### src/rtl/fb_write_ctrl.sv
// Frame-buffer port-A write controller: solid-colour fill or streamed load of
// one H_RES x V_RES RGB444 frame, one pixel per cycle, with abort and done pulse.
module fb_write_ctrl #(
    parameter int H_RES = 320,
    parameter int V_RES = 240
) (
    input  logic        clk,
    input  logic        rst,
    input  logic        fill_start,
    input  logic [11:0] fill_color,
    input  logic        load_start,
    input  logic        abort,
    input  logic        pix_valid,
    input  logic [11:0] pix_data,
    output logic        pix_ready,
    output logic        wea,
    output logic [16:0] addra,
    output logic [11:0] dina,
    output logic        busy,
    output logic        done
);
    localparam int          NPIX = H_RES * V_RES;
    localparam logic [16:0] LAST = 17'(NPIX - 1);

    typedef enum logic [1:0] {
        IDLE = 2'd0,
        FILL = 2'd1,
        LOAD = 2'd2,
        DONE = 2'd3
    } state_t;

    state_t      r_state;
    state_t      w_next;
    logic [16:0] r_cnt;
    logic [11:0] r_color;
    logic        r_wea;
    logic [16:0] r_addra;
    logic [11:0] r_dina;
    logic        w_last;

    assign w_last = (r_cnt == LAST);

    always_ff @(posedge clk or posedge rst) begin
        if (rst) r_state <= IDLE;
        else     r_state <= w_next;
    end

    always_comb begin
        w_next = r_state;
        case (r_state)
            IDLE: begin
                if (fill_start)      w_next = FILL;
                else if (load_start) w_next = LOAD;
            end
            FILL: begin
                if (abort)       w_next = IDLE;
                else if (w_last) w_next = DONE;
            end
            LOAD: begin
                if (abort)                    w_next = IDLE;
                else if (pix_valid && w_last) w_next = DONE;
            end
            DONE:    w_next = IDLE;
            default: w_next = IDLE;
        endcase
    end

    always_comb begin
        busy      = (r_state != IDLE);
        done      = (r_state == DONE);
        pix_ready = (r_state == LOAD);
    end

    // Write port is registered; cnt stops at LAST so it never wraps past the frame.
    always_ff @(posedge clk or posedge rst) begin
        if (rst) begin
            r_cnt   <= '0;
            r_color <= '0;
            r_wea   <= 1'b0;
            r_addra <= '0;
            r_dina  <= '0;
        end else begin
            r_wea <= 1'b0;
            case (r_state)
                IDLE: begin
                    if (fill_start) begin
                        r_color <= fill_color;
                        r_cnt   <= '0;
                    end else if (load_start) begin
                        r_cnt <= '0;
                    end
                end
                FILL: begin
                    if (abort) begin
                        r_cnt <= '0;
                    end else begin
                        r_wea   <= 1'b1;
                        r_addra <= r_cnt;
                        r_dina  <= r_color;
                        if (!w_last) r_cnt <= r_cnt + 17'd1;
                    end
                end
                LOAD: begin
                    if (abort) begin
                        r_cnt <= '0;
                    end else if (pix_valid) begin
                        r_wea   <= 1'b1;
                        r_addra <= r_cnt;
                        r_dina  <= pix_data;
                        if (!w_last) r_cnt <= r_cnt + 17'd1;
                    end
                end
                default: ;
            endcase
        end
    end

    assign wea   = r_wea;
    assign addra = r_addra;
    assign dina  = r_dina;
endmodule

### config.mk
export PLATFORM = sky130hd
export DESIGN_NAME = fb_write_ctrl
export DESIGN_NICKNAME = d
export VERILOG_FILES = /design/src/rtl/fb_write_ctrl.sv
export SDC_FILE = /design/constraint.sdc
export NUM_CORES = 1
export LEC_CHECK = 0
export CORE_ASPECT_RATIO = 1.1
export CORE_MARGIN = 3
export CORE_UTILIZATION = 45
export CTS_CLUSTER_SIZE = 20
export DETAILED_ROUTE_END_ITERATION = 7
export PLACE_DENSITY = 0.72
export SYNTH_ARGS = -nofsm -noshare
export SYNTH_HDL_FRONTEND = slang
export SYNTH_SLANG_ARGS = --single-unit
### constraint.sdc
create_clock -name clk -period 3.4 [get_ports clk]
set_input_delay 0.68 -clock clk [delete_from_list [all_inputs] [get_ports clk]]
set_output_delay 0.68 -clock clk [all_outputs]
set_load 0.02 [all_outputs]
==> results by group, run 1 <==
Timing
  – Final Setup Violations: 0
  – Slew Limit Fails: 0
  – Final hold violations: 0
  – Tightest Pin Transition: 698 ps
  – Relative slew slack: 0.531
  – Tmin final: 2800 ps
  – Hold slack: 504 ps
  – Post-route setup slack: 599 ps
  – Period utilisation layout: 0.824
  – Setup_tns: 0 ps
  – Max Freq: 357 MHz
  – RSZ-0062 raised after global routing: false
  – Skew final: 5.71 ps

Setup path
  – Worst EP required: 2720 ps
  – CP top delay family: buffers and inverters
  – Crit end category: primary output
  – Reg-to-Reg Start: r_state[0]$_DFFE_PP0P_
  – Crit path from: r_state[0]$_DFFE_PP0P_
  – R2R depth: 7
  – Critical path class: flip-flop to primary output
  – Worst-path cell chain: inv_1, ha_1, clkdlybuf4s50_1
  – CP Launch Type: flip-flop
  – R2R setup slack: 800 ps
  – CP endpoint: pix_ready
  – Worst path slowest cell: clkdlybuf4s50_1
  – Worst Path Max Fanout: 12
  – WP buf/inv: 2
  – Critical R2R Capture: r_cnt[13]$_DFFE_PP0P_
  – Max incr delay on CP: 730 ps
  – Critical path depth: 3
  – Critical Path AT: 2120 ps

Clock tree
  – # H-tree levels: 3
  – Num CTS Buffers: 9
  – Clk buf depth: 2
  – PostCTS Resize Cnt: 0
  – TritonCTS clock tree: built
  – Postcts setup bufs: 0
  – Clk pin slew, worst setup/hold paths: 70 ps
  – # clock sinks: 61
  – Hold_buf cts: 0
  – Root Driver: clkbuf_8
  – Clk_lat worst skew: 330 ps

Routing
  – ANT nets after route: 0
  – Post-DR vias/cell: 5.63
  – # DRC: 0
  – Final wirelength: 6390 um
  – Initial DRC Count: 167
  – DR WL/cell: 15.7 um
  – 1st-pass router iterations: 4
  – Vias post-DR: 2291

Pwr
  – Leak: 1.61 nW
  – VDD IR max: 0.582 mV
  – Total power: 0.00292 W
  – PD cells: 770 nW/um^2

Placement
  – PortBufs: 62
  – Hpwl dp: 4530 um
  – Worst slack, placed: 674 ps
  – GP Congestion: 0.846
  – Placed instance count: 391

GRT
  – Initial antenna violation count: 0
  – Total grt overflow: 0
  – First-pass GRT wire length: 11200 um
  – Vias in the first global route: 2346
  – GRT Util Overall: 0.203
  – Largest net degree at the start of global routing: 23

Layout
  – Multi-input logic area: 1250 um^2
  – Fraction of layout cells with a size suffix above 1: 0.167
  – Filler Cells Inserted: 519
  – Most common cell after layout, fill and taps aside: clkdlybuf4s50_1
  – Antenna Cells: 0
  – Commonest non-fill, non-tap cells in the layout: clkdlybuf4s50_1, dfrtp_1, mux2_2
  – Nets@finish: 360
  – Area Growth Syn to Fin: 33.2%
  – Fin cells: 407
  – Register area: 1530 um^2

Floorplan
  – Die Y: 89.4 um
  – Row Count: 29
  – Die ar.: 7310 um^2
  – Ports: 63
  – Core area: 5950 um^2
  – Starting density of the core: 0.478
  – Floorplan die width: 81.8 um

Job
  – MaxCap Viol Count: 0

Synthesis
  – Yosys reg bits: 61
  – Sequential fraction of the synthesis area: 0.537
  – Post-synthesis cell type count: 40
  – Cells after synthesis: 259
  – Syn Std Cell Area: 2840 um^2
  – Predominant post-synthesis flop cell: dfrtp_1
  – Ys async rst share: 1.00
  – Avg Cell Area, Syn: 11.0 um^2
  – Synth Net Count: 294
  – Number of synthesized flops with an enable pin: 0
  – Syn. warnings: 0

Min path
  – Hold depth: 1
  – Min-delay worst type: flip-flop to flip-flop

Run status
  – Status: complete, no violations
==> cell usage after synthesis (2+ instances only) <==
cell      count  area share
dfrtp_1      61        0.54
mux2_2       29        0.11
a21oi_1      24       0.042
nor2_1       19       0.025
nand2_1      14       0.018
nand3_1      14       0.025
o21ai_0      14       0.025
mux2i_1      13       0.046
clkbuf_1     11       0.015
a31oi_1       6       0.013
inv_1         6      0.0079
ha_1          5       0.022
o31ai_1       5       0.013
nor3_1        3      0.0053
a21boi_0      2      0.0053
a41oi_1       2      0.0062
and2_1        2      0.0044
and3_1        2      0.0044
nor2b_1       2      0.0044
nor3b_1       2      0.0053
o311ai_0      2      0.0062
o41ai_1       2      0.0062
or3_1         2      0.0044
==> registers in the layout, indices dropped and copies added, names as in the netlist <==
name	count
r_cnt	17
dina	12
wea	1
r_color	12
r_state	2
addra	17
==> logic make-up after synthesis <==
group / Yosys count / share of synthesized area
AND/OR/NAND/NOR: 69 / 0.120
AO/OA/AOI/OAI: 63 / 0.135
flip-flops: 61 / 0.537
multiplexers: 42 / 0.161
buffers and inverters: 19 / 0.0255
adder cells (fa/ha/maj): 5 / 0.0220
==> how the worst min path moves through the flow <==
| stage | start | to | slack, ps |
|---|---|---|---|
| finish | addra[16]$_DFFE_PP0P_ | addra[16]$_DFFE_PP0P_ | 500 |
| global route | r_color[3]$_DFFE_PP0P_ | r_color[3]$_DFFE_PP0P_ | 520 |
| CTS | r_cnt[16]$_DFFE_PP0P_ | r_cnt[16]$_DFFE_PP0P_ | 510 |
| detailed placement | r_cnt[16]$_DFFE_PP0P_ | r_cnt[16]$_DFFE_PP0P_ | 490 |
| global placement | r_cnt[16]$_DFFE_PP0P_ | r_cnt[16]$_DFFE_PP0P_ | 480 |
| floorplan | r_cnt[16]$_DFFE_PP0P_ | r_cnt[16]$_DFFE_PP0P_ | 450 |
==> through the flow <==
stage / util / instance area, um^2
2_1_floorplan: - / 2840
6_report: 0.636 / 3790
4_1_cts: 0.636 / 3790
3_3_place_gp: 0.599 / 3560
5_1_grt: 0.636 / 3790
3_5_place_dp: 0.599 / 3560
==> where the power goes <==
part           internal (W)  switching [W]  leakage (nW)
Combinational      0.000542       0.000627         0.704
Sequential         0.000909       0.000113         0.785
Clock              0.000451       0.000274         0.116
==> metal layers <==
metal / track usage / vias up / part of all wire
li1: - / 1084 / -
met1: 0.250 / 1120 / 0.43
met2: 0.329 / 79 / 0.48
met3: 0.0685 / 8 / 0.073
met4: 0.0785 / 0 / 0.016
met5: 0 / - / 0
==> layout make-up <==
type,instances,share of cell area
clock buffer,12,0.0410
clock inverter,4,0.0185
inverter,6,0.00595
multi-input combinational,179,0.330
sequential,61,0.403
tap,77,0.0254
timing repair buffer,68,0.176
(Power assumes the default switching activity.)
==> inputs of run 2 (changes only) <==
--- a/config.mk
+++ b/config.mk
@@ -10,7 +10,7 @@
 export CORE_UTILIZATION = 45
 export CTS_CLUSTER_SIZE = 20
 export DETAILED_ROUTE_END_ITERATION = 7
-export PLACE_DENSITY = 0.72
+export PLACE_DENSITY = 0.75
 export SYNTH_ARGS = -nofsm -noshare
 export SYNTH_HDL_FRONTEND = slang
 export SYNTH_SLANG_ARGS = --single-unit
==> constraint.sdc (replaced) <==
create_clock -name clk -period 2.4 [get_ports clk]
set_input_delay 0.48 -clock clk [delete_from_list [all_inputs] [get_ports clk]]
set_output_delay 0.48 -clock clk [all_outputs]
set_load 0.02 [all_outputs]
==> run 2 against run 1 <==
  * Final cell count is 1.7% higher
  * Via count fell by 0.17%
  * Routed wire length is 0.78% lower
  * Sequential cell count is the same
  * Critical path type unchanged
  * Largest power group unchanged
==> results by group, run 2 (same netlist as run 1, synthesis figures left out) <==
Run status
  – Status: complete, no violations

Setup path
  – CP Launch Type: flip-flop
  – Worst EP required: 1920 ps (-800 ps)
  – Critical Path AT: 1770 ps (-350 ps)
  – Crit end category: primary output
  – R2R setup slack: 240 ps (-560 ps)
  – Worst path slowest cell: clkdlybuf4s50_1
  – Critical path class: flip-flop to primary output
  – Critical R2R Capture: r_cnt[1]$_DFFE_PP0P_
  – Crit path top cell by count: inv_1
  – Worst Path Max Fanout: 4 (-8)
  – Max incr delay on CP: 630 ps (-100 ps)
  – Reg-to-Reg Start: r_cnt[14]$_DFFE_PP0P_
  – R2R depth: 4 (-3)
  – Worst-path cell chain: inv_1, ha_1, inv_1, clkdlybuf4s50_1

Layout
  – Area Growth Syn to Fin: 35.4%
  – Design Area, Final: 3850 um^2 (+1.6%)
  – Antenna Cells: 0 (unchanged)
  – Post-layout util: 0.647 (+0.0103)
  – Fraction of layout cells with a size suffix above 1: 0.181 (+0.0143)
  – Register area: 1530 um^2 (unchanged)
  – Fin cells: 414 (+1.7%)
  – Multi-input logic area: 1250 um^2 (unchanged)
  – Commonest non-fill, non-tap cells in the layout: dfrtp_1, clkdlybuf4s50_1, mux2_2
  – Filler Cells Inserted: 500 (-3.7%)
  – Nets@finish: 367 (+1.9%)

Routing
  – DR WL/cell: 15.3 um (-2.5%)
  – Initial DRC Count: 145 (-13%)
  – Vias post-DR: 2287 (-0.17%)
  – Final wirelength: 6340 um (-0.78%)
  – 1st-pass router iterations: 4 (unchanged)
  – # DRC: 0 (unchanged)
  – Post-DR vias/cell: 5.52 (-1.9%)
  – ANT nets after route: 0 (unchanged)

Min path
  – Hold depth: 1 (unchanged)
  – Min-delay worst type: flip-flop to flip-flop
  – Hold wc startpoint: addra[14]$_DFFE_PP0P_
  – Hold Crit Endpoint: addra[14]$_DFFE_PP0P_

Clock tree
  – Clk buf depth: 2 (unchanged)
  – Root Driver: clkbuf_8
  – # clock sinks: 61 (unchanged)
  – Clk pin slew, worst setup/hold paths: 60 ps (about the same)
  – Hold_buf cts: 0 (unchanged)
  – Clk_lat worst skew: 330 ps (about the same)
  – Num CTS Buffers: 9 (unchanged)
  – # H-tree levels: 3 (unchanged)
  – TritonCTS clock tree: built

Timing
  – Relative slew slack: 0.608 (+0.0768)
  – Slew Limit Fails: 0 (unchanged)
  – Period utilisation layout: 0.938
  – Final hold violations: 0 (unchanged)
  – Final Setup Violations: 0 (unchanged)
  – Tmin final: 2250 ps
  – Max Freq: 444 MHz
  – RSZ-0062 raised after global routing: false
  – Tightest Pin Transition: 587 ps (-111 ps)
  – Skew final: 4.73 ps (-0.979 ps)
  – Setup_tns: 0 ps (unchanged)

Floorplan
  – Starting density of the core: 0.478 (unchanged)
  – Die ar.: 7310 um^2 (unchanged)
  – Die Y: 89.4 um (unchanged)
  – Core area: 5950 um^2 (unchanged)
  – Row Count: 29 (unchanged)
  – Ports: 63 (unchanged)
  – Floorplan die width: 81.8 um (unchanged)

Pwr
  – Combinational Power Share: 0.420 (+0.019)
  – VDD IR max: 0.928 mV (+60%)
  – Clk pwr share: 0.231 (-0.018)
  – Share of power burned in registers: 0.349 (about the same)
  – P_int: 0.00270 W (+42%)
  – Leak: 1.65 nW (+3.0%)
  – Sw Share: 0.346 (-0.00225)
  – Net switching power: 0.00143 W (+41%)
  – PD cells: 1070 nW/um^2 (+39%)

GRT
  – GR Util met1: 0.228 (-0.0226)
  – Largest net degree at the start of global routing: 62 (+170%)
  – Most crowded layer after global routing: met2
  – Grt met2 use: 0.320 (-0.00955)
  – Vias in the first global route: 2298 (-2.0%)
  – Met3 GRT Util: 0.0796 (+0.0111)
  – First-pass GRT wire length: 10600 um (-5.2%)
  – Total grt overflow: 0 (unchanged)
  – Initial antenna violation count: 0 (unchanged)
  – GRT Util Overall: 0.194 (-0.00920)

Job
  – MaxCap Viol Count: 0 (unchanged)

Placement
  – GP Congestion: 0.868 (+2.5%)
  – Area after DPL: 3640 um^2 (+2.2%)
  – Placed instance count: 398 (+1.8%)
  – PortBufs: 62 (unchanged)
  – Hpwl dp: 4540 um (+0.30%)
==> run 2: cell types whose count changed in the layout (fill, tap and decap cells not counted) <==
cell             before  now
buf_4                 6   11
clkinv_2              2    3
clkbuf_8             11    9
clkdlybuf4s50_1      62   61
clkbuf_1              1    2
buf_12                0    2
dlymetal6s2s_1        0    1
==> run 2: timing repair <==
item,in CTS,in global routing
setup buffers,0,0
hold endpoints to repair,0,0
setup endpoints to repair,0,1
resized for setup,0,1
==> run 2: area by class of cell <==
cell class	count	share of cell area
Tap cell	77	0.0250
Clock buffer	11	0.0341
Inverter	6	0.00585
Timing Repair Buffer	75	0.194
Sequential cell	61	0.397
Multi-Input combinational cell	179	0.325
Clock inverter	5	0.0195
==> run 2: power by group through the flow <==
stage                     Sequential, W  Combinational [W]  Clock, W
after floorplan                 0.00158           0.000927         0
after global placement          0.00146            0.00170         0
after detailed placement        0.00146            0.00175         0
after CTS                       0.00145            0.00176  0.000983
after global routing            0.00148            0.00188   0.00103
final                           0.00144            0.00174  0.000954
==> run 2: how the worst max path moves through the flow <==
stage | startpoint | slack [ps] | cells after the start | to
finish | r_state[0]$_DFFE_PP0P_ | 150 | 4 | busy
global route | r_state[0]$_DFFE_PP0P_ | 60 | 7 | r_cnt[15]$_DFFE_PP0P_
CTS | r_state[0]$_DFFE_PP0P_ | 10 | 3 | pix_ready
detailed placement | abort | 180 | 6 | r_cnt[15]$_DFFE_PP0P_
global placement | abort | 230 | 5 | r_cnt[5]$_DFFE_PP0P_
floorplan | r_state[0]$_DFFE_PP0P_ | 180 | 8 | r_cnt[3]$_DFFE_PP0P_
==> run 2: through the flow <==
stage	worst slack [ps]	hold slack, ps	total power (W)
floorplan	184	452	0.00250
global placement	233	488	0.00316
detailed placement	178	496	0.00320
CTS	14.7	511	0.00419
global route	59.6	521	0.00439
finish	150	504	0.00413
==> run 2: per-layer routing <==
| metal | vias up | wire length (um) | part of all wire |
|---|---|---|---|
| met2 | 78 | 3190 | 0.50 |
| met1 | 1104 | 2620 | 0.41 |
| met4 | 0 | 43 | 0.0068 |
| met3 | 6 | 490 | 0.077 |
| met5 | - | 0 | 0 |
| li1 | 1099 | - | - |
==> run 2: critical path: cells and delay by family (launching register included) <==
kind | cells | cell delay (ps)
buffers and inverters | 3 | 820
adder cells (fa/ha/maj) | 1 | 240
flip-flops | 1 | 390
